[src/rtl/bus_arb_pkg.sv]
// Shared definitions for the instruction/data bus arbiter: FSM states,
// access-size codes and the byte-enable width.
package bus_arb_pkg;

    typedef enum logic [1:0] {
        ST_IDLE   = 2'd0,
        ST_BUSY_I = 2'd1,
        ST_BUSY_D = 2'd2
    } state_e;

    localparam logic [1:0] SIZE_B = 2'd0;
    localparam logic [1:0] SIZE_H = 2'd1;
    localparam logic [1:0] SIZE_W = 2'd2;

    localparam int BE_W = 4;

endpackage

[src/rtl/bus_lane.sv]
// Byte-lane steering for data accesses: byte enables, write replication,
// read extraction and alignment check, shared by the write and read paths.
import bus_arb_pkg::*;

module bus_lane (
    input  logic [1:0]      size_i,
    input  logic [1:0]      addr_lo_i,
    input  logic [31:0]     wd_i,
    input  logic [31:0]     rd_word_i,
    output logic [BE_W-1:0] be_o,
    output logic [31:0]     wd_o,
    output logic [31:0]     rd_o,
    output logic            misalign_o
);

    logic [31:0] shifted;

    always_comb begin
        be_o       = '0;
        wd_o       = '0;
        rd_o       = '0;
        misalign_o = 1'b0;
        shifted    = rd_word_i >> {addr_lo_i, 3'b000};
        case (size_i)
            SIZE_B: begin
                be_o = 4'b0001 << addr_lo_i;
                wd_o = {4{wd_i[7:0]}};
                rd_o = {24'h0, shifted[7:0]};
            end
            SIZE_H: begin
                be_o       = addr_lo_i[1] ? 4'b1100 : 4'b0011;
                wd_o       = {2{wd_i[15:0]}};
                rd_o       = {16'h0, shifted[15:0]};
                misalign_o = addr_lo_i[0];
            end
            SIZE_W: begin
                be_o       = 4'b1111;
                wd_o       = wd_i;
                rd_o       = shifted;
                misalign_o = |addr_lo_i;
            end
            default: misalign_o = 1'b1;
        endcase
    end

endmodule

[src/rtl/bus_arb.sv]
// Arbitrates a fetch port and a data port onto one system bus, with data
// priority, a response timeout and rejection of misaligned data accesses.
import bus_arb_pkg::*;

module bus_arb #(
    parameter int unsigned TIMEOUT_CYC = 255
) (
    input  logic        clk,
    input  logic        rstn,
    input  logic        ibus_req,
    input  logic [31:0] ibus_addr,
    output logic [31:0] ibus_rd,
    output logic        ibus_done,
    output logic        ibus_err,
    input  logic        dbusif_req,
    input  logic        dbusif_w_rb,
    input  logic [1:0]  dbusif_size,
    input  logic [31:0] dbusif_addr,
    input  logic [31:0] dbusif_wd,
    output logic [31:0] dbusif_rd,
    output logic        dbusif_done,
    output logic        dbusif_err,
    output logic        bus_req,
    output logic        bus_w_rb,
    output logic [31:0] bus_addr,
    output logic [31:0] bus_wd,
    output logic [3:0]  bus_be,
    input  logic        bus_resp,
    input  logic [31:0] bus_rd,
    input  logic        bus_err,
    output logic [1:0]  dbg_state_o
);

    localparam logic [7:0] TO_LAST = 8'(TIMEOUT_CYC - 1);

    // Handshake: *_req are single-cycle pulses; bus_req is held until the
    // cycle bus_resp is sampled high; done pulses one cycle after completion.
    state_e      state_q;
    logic [7:0]  cnt_q;
    logic        i_pend_q, i_pend_d;
    logic [31:0] i_addr_q;
    logic        d_pend_q, d_pend_d;
    logic        d_w_rb_q;
    logic [1:0]  d_size_q;
    logic [31:0] d_addr_q, d_wd_q;

    logic        bus_req_q, bus_w_rb_q;
    logic [31:0] bus_addr_q, bus_wd_q;
    logic [3:0]  bus_be_q;
    logic [31:0] ibus_rd_q, dbus_rd_q;
    logic        ibus_done_q, ibus_err_q, dbus_done_q, dbus_err_q;

    logic        i_avail, d_avail, timeout, i_fin, d_fin;
    logic [31:0] i_addr_eff, d_addr_eff, d_wd_eff;
    logic        d_w_rb_eff;
    logic [1:0]  d_size_eff;
    logic [3:0]  lane_be;
    logic [31:0] lane_wd, lane_rd;
    logic        lane_misalign;

    // A request arriving this cycle is visible to the arbiter immediately.
    assign i_avail    = i_pend_q | ibus_req;
    assign i_addr_eff = i_pend_q ? i_addr_q : ibus_addr;
    assign d_avail    = d_pend_q | dbusif_req;
    assign d_w_rb_eff = d_pend_q ? d_w_rb_q : dbusif_w_rb;
    assign d_size_eff = d_pend_q ? d_size_q : dbusif_size;
    assign d_addr_eff = d_pend_q ? d_addr_q : dbusif_addr;
    assign d_wd_eff   = d_pend_q ? d_wd_q   : dbusif_wd;

    assign timeout = (cnt_q == TO_LAST);
    assign i_fin   = (state_q == ST_BUSY_I) && (bus_resp || timeout);
    assign d_fin   = ((state_q == ST_BUSY_D) && (bus_resp || timeout)) ||
                     ((state_q == ST_IDLE) && d_avail && lane_misalign);

    bus_lane u_lane (
        .size_i     (d_size_eff),
        .addr_lo_i  (d_addr_eff[1:0]),
        .wd_i       (d_wd_eff),
        .rd_word_i  (bus_rd),
        .be_o       (lane_be),
        .wd_o       (lane_wd),
        .rd_o       (lane_rd),
        .misalign_o (lane_misalign)
    );

    always_comb begin
        i_pend_d = i_pend_q;
        d_pend_d = d_pend_q;
        if (ibus_req && !i_pend_q)   i_pend_d = 1'b1;
        if (i_fin)                   i_pend_d = 1'b0;
        if (dbusif_req && !d_pend_q) d_pend_d = 1'b1;
        if (d_fin)                   d_pend_d = 1'b0;
    end

    always_ff @(posedge clk or negedge rstn) begin
        if (!rstn) begin
            i_pend_q <= 1'b0;
            i_addr_q <= '0;
            d_pend_q <= 1'b0;
            d_w_rb_q <= 1'b0;
            d_size_q <= '0;
            d_addr_q <= '0;
            d_wd_q   <= '0;
        end else begin
            i_pend_q <= i_pend_d;
            d_pend_q <= d_pend_d;
            if (ibus_req && !i_pend_q) i_addr_q <= ibus_addr;
            if (dbusif_req && !d_pend_q) begin
                d_w_rb_q <= dbusif_w_rb;
                d_size_q <= dbusif_size;
                d_addr_q <= dbusif_addr;
                d_wd_q   <= dbusif_wd;
            end
        end
    end

    always_ff @(posedge clk or negedge rstn) begin
        if (!rstn) begin
            state_q     <= ST_IDLE;
            cnt_q       <= '0;
            bus_req_q   <= 1'b0;
            bus_w_rb_q  <= 1'b0;
            bus_addr_q  <= '0;
            bus_wd_q    <= '0;
            bus_be_q    <= '0;
            ibus_rd_q   <= '0;
            ibus_done_q <= 1'b0;
            ibus_err_q  <= 1'b0;
            dbus_rd_q   <= '0;
            dbus_done_q <= 1'b0;
            dbus_err_q  <= 1'b0;
        end else begin
            ibus_done_q <= 1'b0;
            ibus_err_q  <= 1'b0;
            dbus_done_q <= 1'b0;
            dbus_err_q  <= 1'b0;
            case (state_q)
                ST_IDLE: begin
                    cnt_q <= '0;
                    if (d_avail) begin
                        if (lane_misalign) begin
                            dbus_done_q <= 1'b1;
                            dbus_err_q  <= 1'b1;
                            dbus_rd_q   <= '0;
                        end else begin
                            state_q    <= ST_BUSY_D;
                            bus_req_q  <= 1'b1;
                            bus_w_rb_q <= d_w_rb_eff;
                            bus_addr_q <= d_addr_eff & 32'hFFFF_FFFC;
                            bus_wd_q   <= lane_wd;
                            bus_be_q   <= lane_be;
                        end
                    end else if (i_avail) begin
                        state_q    <= ST_BUSY_I;
                        bus_req_q  <= 1'b1;
                        bus_w_rb_q <= 1'b0;
                        bus_addr_q <= i_addr_eff & 32'hFFFF_FFFC;
                        bus_wd_q   <= '0;
                        bus_be_q   <= 4'b1111;
                    end
                end
                ST_BUSY_I, ST_BUSY_D: begin
                    if (bus_resp || timeout) begin
                        state_q   <= ST_IDLE;
                        bus_req_q <= 1'b0;
                        // A response in the final allowed cycle still wins over the timeout.
                        if (state_q == ST_BUSY_I) begin
                            ibus_done_q <= 1'b1;
                            ibus_err_q  <= bus_resp ? bus_err : 1'b1;
                            ibus_rd_q   <= bus_resp ? bus_rd : 32'h0;
                        end else begin
                            dbus_done_q <= 1'b1;
                            dbus_err_q  <= bus_resp ? bus_err : 1'b1;
                            dbus_rd_q   <= bus_resp ? lane_rd : 32'h0;
                        end
                    end else begin
                        cnt_q <= cnt_q + 8'd1;
                    end
                end
                default: state_q <= ST_IDLE;
            endcase
        end
    end

    assign bus_req     = bus_req_q;
    assign bus_w_rb    = bus_w_rb_q;
    assign bus_addr    = bus_addr_q;
    assign bus_wd      = bus_wd_q;
    assign bus_be      = bus_be_q;
    assign ibus_rd     = ibus_rd_q;
    assign ibus_done   = ibus_done_q;
    assign ibus_err    = ibus_err_q;
    assign dbusif_rd   = dbus_rd_q;
    assign dbusif_done = dbus_done_q;
    assign dbusif_err  = dbus_err_q;
    assign dbg_state_o = state_q;

endmodule
[config.mk]
export PLATFORM = sky130hd
export DESIGN_NAME = bus_arb
export DESIGN_NICKNAME = d
export VERILOG_FILES = /design/src/rtl/bus_arb_pkg.sv /design/src/rtl/bus_lane.sv /design/src/rtl/bus_arb.sv
export SDC_FILE = /design/constraint.sdc
export NUM_CORES = 1
export LEC_CHECK = 0
export ABC_AREA = 1
export BUFFER_PORTS_ARGS = -buffer_cell sky130_fd_sc_hd__buf_2
export CORE_ASPECT_RATIO = 1.25
export CORE_UTILIZATION = 43
export DETAILED_ROUTE_END_ITERATION = 8
export PLACE_DENSITY_LB_ADDON = 0.3
export SYNTH_ARGS = -nofsm -noshare
export SYNTH_HDL_FRONTEND = slang
export SYNTH_SLANG_ARGS = --single-unit
[constraint.sdc]
create_clock -name clk -period 2.15 [get_ports clk]
set_input_delay 0.215 -clock clk [delete_from_list [all_inputs] [get_ports clk]]
set_output_delay 0.215 -clock clk [all_outputs]
set_load 0.005 [all_outputs]
; ---- Word-level counts from Yosys, hierarchy flattened
; Index checks and enable logic that the tools add are counted.
[totals]
register_bits = 249
rom_bits = 0
ramBits = 0
n_memories = 0
word_cells = 122
latchBits = 0
inputBits = 137
[op_classes]
div_mod_pow = 0
mux = 60
n_shift = 2
multipliers = 0
magnitude_cmp = 0
addsub = 1
bitwise = 2
eq_ne = 13
n_reduce_logical = 24
[ops]
columns = operator, count
row1 = $mux W32, 15
row2 = $pmux W32 S3, 2
row3 = $pmux W32 S2, 1
row4 = $shr A32 B5 Y32, 1
row5 = $mux W1, 25
row6 = $mux W4, 4
row7 = $pmux W8 S2, 1
row8 = $ne A2 B2 Y1 const B, 6
row9 = $pmux W4 S3, 1
row10 = $mux W2, 5
row11 = $reduce_and A3 Y1, 3
row12 = $add A8 B1 Y8 const B, 1
row13 = $eq A8 B8 Y1 const B, 1
row14 = $mux W8, 1
row15 = $reduce_bool A2 Y1, 4
row16 = $logic_and A1 B1 Y1, 6
row17 = $ne A3 B3 Y1 const B, 2
row18 = $pmux W1 S2, 3
row19 = $reduce_and A5 Y1, 1
row20 = $eq A2 B1 Y1 const B, 2
row21 = $eq A2 B2 Y1 const B, 2
row22 = $logic_not A2 Y1, 2
row23 = $pmux W2 S2, 1
row24 = $reduce_and A4 Y1, 1
row25 = other kinds (7), 11

; ---- Depth between registers and ports, before layout
[depth]
depth_word = 7
depth_mapped = 12
ltp_nobuf = 11

; ---- Hierarchy
; A second synthesis with hierarchy kept.
[unflattened]
hier_cells = 1644
hier_area_um2 = 12315.6
[by_module_without_submodules]
columns = mod, seq_area_each_um2, n_inst, cells_each, area_each_um2
row1 = bus_arb, 6130.9, 1, 1377, 11160.7
row2 = bus_lane, 0.0, 1, 267, 1154.9

; ---- Least setup slack after synthesis
; OpenSTA, ideal clock, no wires.
[synth_path]
kind = reg2reg
start = reg state_q[0], in the netlist dbg_state_o[0]
end = reg dbus_rd_q[22], in the netlist dbusif_rd[22]
path_stages_with_launch = 10
t_arrival_ns = 1.693
slack_ns = 0.340
path_buffers = 1
period_less_slack_ns = 1.810
path_cell_list = dfrtp_1 -> inv_1 -> ha_1 -> nand2_1 -> clkinv_1 -> nand3_2 -> buf_2 -> a21oi_1 -> nand3_1 -> nand2_1
[synth_between]
elab_chain_cells = 4
[synth_lines]
columns = item, line
row1 = start: declaration, bus_arb.sv:38  ; state_e state_q;
row2 = start signal: assignment, bus_arb.sv:119  ; state_q <= ST_IDLE;
row3 = start signal: assignment, bus_arb.sv:146  ; state_q <= ST_BUSY_D;
row4 = start signal: assignment, bus_arb.sv:154  ; state_q <= ST_BUSY_I;
row5 = $eq A2 B2 Y1 / $eq A2 B1 Y1 (equally long branches), "bus_arb.sv:137, bus_arb.sv:167"
row6 = $reduce_or A2 Y1, bus_arb.sv:137  ; case (state_q)
row7 = $ne A2 B2 Y1 (no line) / $reduce_bool A2 Y1 (equally long branches), --
row8 = $reduce_and A5 Y1 (no line), --
row9 = end signal: assignment, bus_arb.sv:174  ; dbus_rd_q <= bus_resp ? lane_rd : 32'h0;
row10 = end: declaration, bus_arb.sv:50  ; logic [31:0] ibus_rd_q, dbus_rd_q;
; Parallel ways exist; a longest one is shown, timed or not.
; A chain may end at the register's enable or synchronous reset.

; ---- Worst setup path after layout
[layout_path]
start = reg d_pend_q
end = reg bus_addr_q[19], in the netlist bus_addr[19]
[layout_between]
elab_chain_cells = 5
[layout_lines]
columns = item, line
row1 = start: declaration, bus_arb.sv:42  ; logic d_pend_q, d_pend_d;
row2 = start signal: assignment, bus_arb.sv:106  ; d_pend_q <= d_pend_d;
row3 = $mux W2 / $mux W32 (equally long branches), "bus_arb.sv:66, bus_arb.sv:67"
row4 = $eq A2 B2 Y1 (tied with other cells), bus_lane.sv:24  ; case (size_i)
row5 = $pmux W1 S3, bus_lane.sv:24
row6 = $ne A2 B2 Y1 (no line), --
row7 = $reduce_and A3 Y1 (no line), --
row8 = end signal: assignment, bus_arb.sv:149  ; bus_addr_q <= d_addr_eff & 32'hFFFF_FFFC;
row9 = end signal: assignment, bus_arb.sv:157  ; bus_addr_q <= i_addr_eff & 32'hFFFF_FFFC;
row10 = end: declaration, bus_arb.sv:48  ; logic [31:0] bus_addr_q, bus_wd_q;
; Parallel ways exist; a longest one is shown, timed or not. The select of a mux whose other input is x is not followed.

==> summary.md <==
| Metric | Value |
|---|---|
| Root buffer cell | clkbuf_16 |
| Final Hold Fails | 0 |
| CTS Buffer Depth | 3 |
| Slew Limit Fails | 0 |
| Yosys reg bits | 245 |
| Worst setup path end | bus_addr[19] |
| Wire per inst | around 17 um |
| Crit end category | register |
| Cell row count | 68 |
| Reg power frac | a little under a third |
| Worst skew pair latency | roughly 0.54 ns |
| TritonCTS clock tree | yes |
| Fillcell total | between 2000 and 3000 |
| Min-Delay Path Class | input pin to register |
| Largest net degree at the start of global routing | 74 |
| Max-cap violation count | 0 |
| ANT nets after route | 0 |
| # DRC | 0 |
| Mapped cell area | approximately 12000 sq um |
| Syn. warnings | 0 |
| Run status | completed |
| Power Density | between 1000 and 1500 nW/um^2 |
| Max Clk Rate | about 500 MHz |
| Die H | roughly 190 um |
| First-pass DRT Iterations | 5 |
| Startpoint Class | register |
| R2r setup slk | between 0.15 and 0.2 ns |
| CP Max Fanout | between 40 and 50 |
| Clk pin slew, worst setup/hold paths | approximately 0.060 ns |
| Initial Util | between 40 and 50% |
| Reg area | between 6000 and 7000 sq um |
| Multi-input combinational cell area | 5150 sq um |
| Commonest non-fill, non-tap cell in the layout | nand2_1 |
| Slew @ Worst Pin | 0.613 ns |
| Worst setup path start | d_pend_q |
| Share of layout cells above drive strength 1 | 19.5% |
| GPL Wtd Cong | 0.960 |
| CTS sink count | 245 |
| Cell Int Power | approximately 14 mW |
| Switch Pwr | a little over 10 mW |
| DRT iter0 DRCs | 826 |
| Main synth FF type | dfrtp_1 |
| Die area | between 20000 and 30000 sq um |
| RSZ-0062 raised after global routing | no |
| Worst R2R Start | d_pend_q |
| Reg-to-Reg End | bus_addr[19] |
| Period Utilization, post-route | 91.7% |
| CTS H-Tree Depth | 1 |
| Postcts setup bufs | 0 |
| Crit path kind | register to register |
| Final setup fails | 0 |
| Peak supply drop | 1.05 mV |
| First-pass GRT wire length | around 63 mm |
| Initial antenna violation count | 2 |
| Post-Synthesis Cells | between 1500 and 2000 |
| Comb power frac | 47.5% |
| Core outline area | around 28000 sq um |
| Grt ovf | 0 |
| Ports | roughly 280 |
| TNS Setup | 0 ns |
| Asr flop ratio synth | 100% |
| Total power | approximately 24 mW |
| Leakage power | 8.90 nW |
| Area Overhead vs Synth | 31.6% |
| Gr usage total | around 27% |
| Vias in the first global route | about 12000 |
| Final HPWL DP | 26.3 mm |
| R2R depth | 9 |
| Switching part of the total | a little over two fifths |
| PortBufs | around 270 |
| Hold_ws | 0.0160 ns |
| Req. time, crit path | about 2.6 ns |
| Nets | 2125 |
| Clk_skew | 0.0217 ns |
| WP data arrival | 2.44 ns |
| Die Span X | 153 um |
| Post-synthesis sequential area ratio | roughly 50% |
| Via count | 12300 |
| Synthesized area per cell | approximately 7.6 sq um |
| Worst slew margin | between 50% and 60% |
| Total CTS buffers | 26 |
| EDFF count, synth | 0 |
| Via density per instance | between 5 and 6 |
| Most frequent cells in the layout | nand2_1 (616), buf_2 (271), dfrtp_1 (244), nand3_1 (228), o21ai_0 (138) |
| WL final | roughly 40 mm |
| Clock power share | around a fifth |
| Synth cell types | 31 |
| Period minus WS final | around 2 ns |
[stage by stage]
step                      util [%]  area, sq um  setup slack [ns]  instances
after floorplan                  -        12300             0.340       1625
after global placement        50.5        14000             0.209       2193
after detailed placement      50.5        14000             0.153       2193
after CTS                     58.0        16100             0.148       2352
after global routing          58.1        16200           0.00741       2353
final                         58.1        16200             0.178       2353
[kinds of logic (layout without fill, tap and decap cells)]
kind of cell	after synthesis	count (layout)	share of synthesized area (%)
flip-flops	245	245	49.9
XOR/XNOR	2	2	0.143
AND/OR/NAND/NOR	926	926	31.5
adder cells (fa/ha/maj)	6	6	0.611
buffers and inverters	230	607	8.26
other	1	3	0.0305
AO/OA/AOI/OAI	214	214	9.58
[critical path, stage by stage (launching register included)]
cell and delay, ns:
dfrtp_2 0.48, inv_2 0.16, buf_4 0.34, nand2_2 0.11, inv_2 0.10, buf_12 0.23, nand2_1 0.12, o211ai_1 0.13
nand3_1 0.13, nand2_1 0.10
[final cells by class]
| type | instances | share of cell area (%) |
|---|---|---|
| tap | 350 | 2.71 |
| multi-input combinational | 1150 | 31.9 |
| timing repair buffer | 431 | 18.3 |
| sequential | 245 | 38.0 |
| antenna | 1 | 0.0155 |
| clock buffer | 39 | 5.08 |
| inverter | 128 | 2.97 |
| clock inverter | 9 | 1.05 |
[sequential cells by signal, indices dropped and copies added (netlist names), 4 cells and up]
register   count
bus_addr      30
dbusif_rd     32
i_addr_q      30
bus_be         4
d_wd_q        32
bus_wd        32
ibus_rd       32
cnt_q          8
d_addr_q      32
[cell usage after synthesis (7+ instances only)]
master | number | share of area [%]
a21oi_1 | 34 | 1.4
buf_2 | 49 | 2.0
buf_4 | 12 | 0.73
clkbuf_1 | 35 | 1.1
dfrtp_1 | 245 | 50
inv_1 | 121 | 3.7
nand2_1 | 620 | 19
nand2_2 | 7 | 0.36
nand3_1 | 228 | 9.3
nand3b_1 | 8 | 0.49
nor2_1 | 51 | 1.6
o211ai_1 | 36 | 2.2
o21ai_0 | 138 | 5.6
[per-layer routing]
layer	GRT usage [%]	vias up	share of wire, %
met5	0	-	0.033
met4	11.7	2	3.9
met3	3.79	89	7.0
met2	46.4	558	48
met1	34.0	5742	41
li1	-	5914	-
[power groups by stage]
stage	clock network (mW)	logic [mW]	registers (mW)
after global routing	5.40	12.8	7.63
after floorplan	0	7.56	7.37
after detailed placement	0	11.1	7.46
final	5.13	11.4	7.43
after global placement	0	10.9	7.40
after CTS	5.21	11.3	7.41
[how the worst min path moves through the flow]
stage               startpoint            to  slack, ns  cells past startpoint
floorplan                 rstn  bus_addr[10]      -0.08                      0
global placement          rstn     bus_be[2]       0.24                      1
detailed placement        rstn     bus_wd[0]       0.25                      1
CTS                 bus_rd[12]   ibus_rd[12]     0.0005                      3
global route        bus_rd[12]   ibus_rd[12]       0.02                      3
finish              bus_rd[12]   ibus_rd[12]       0.02                      3
[timing repair]
action,4_1_cts,5_1_grt
endpoints found under the setup margin,0,32
hold buffers,111,0
hold endpoints to repair,178,0
resized for setup,0,2
Power figures use the tool's default switching activity.
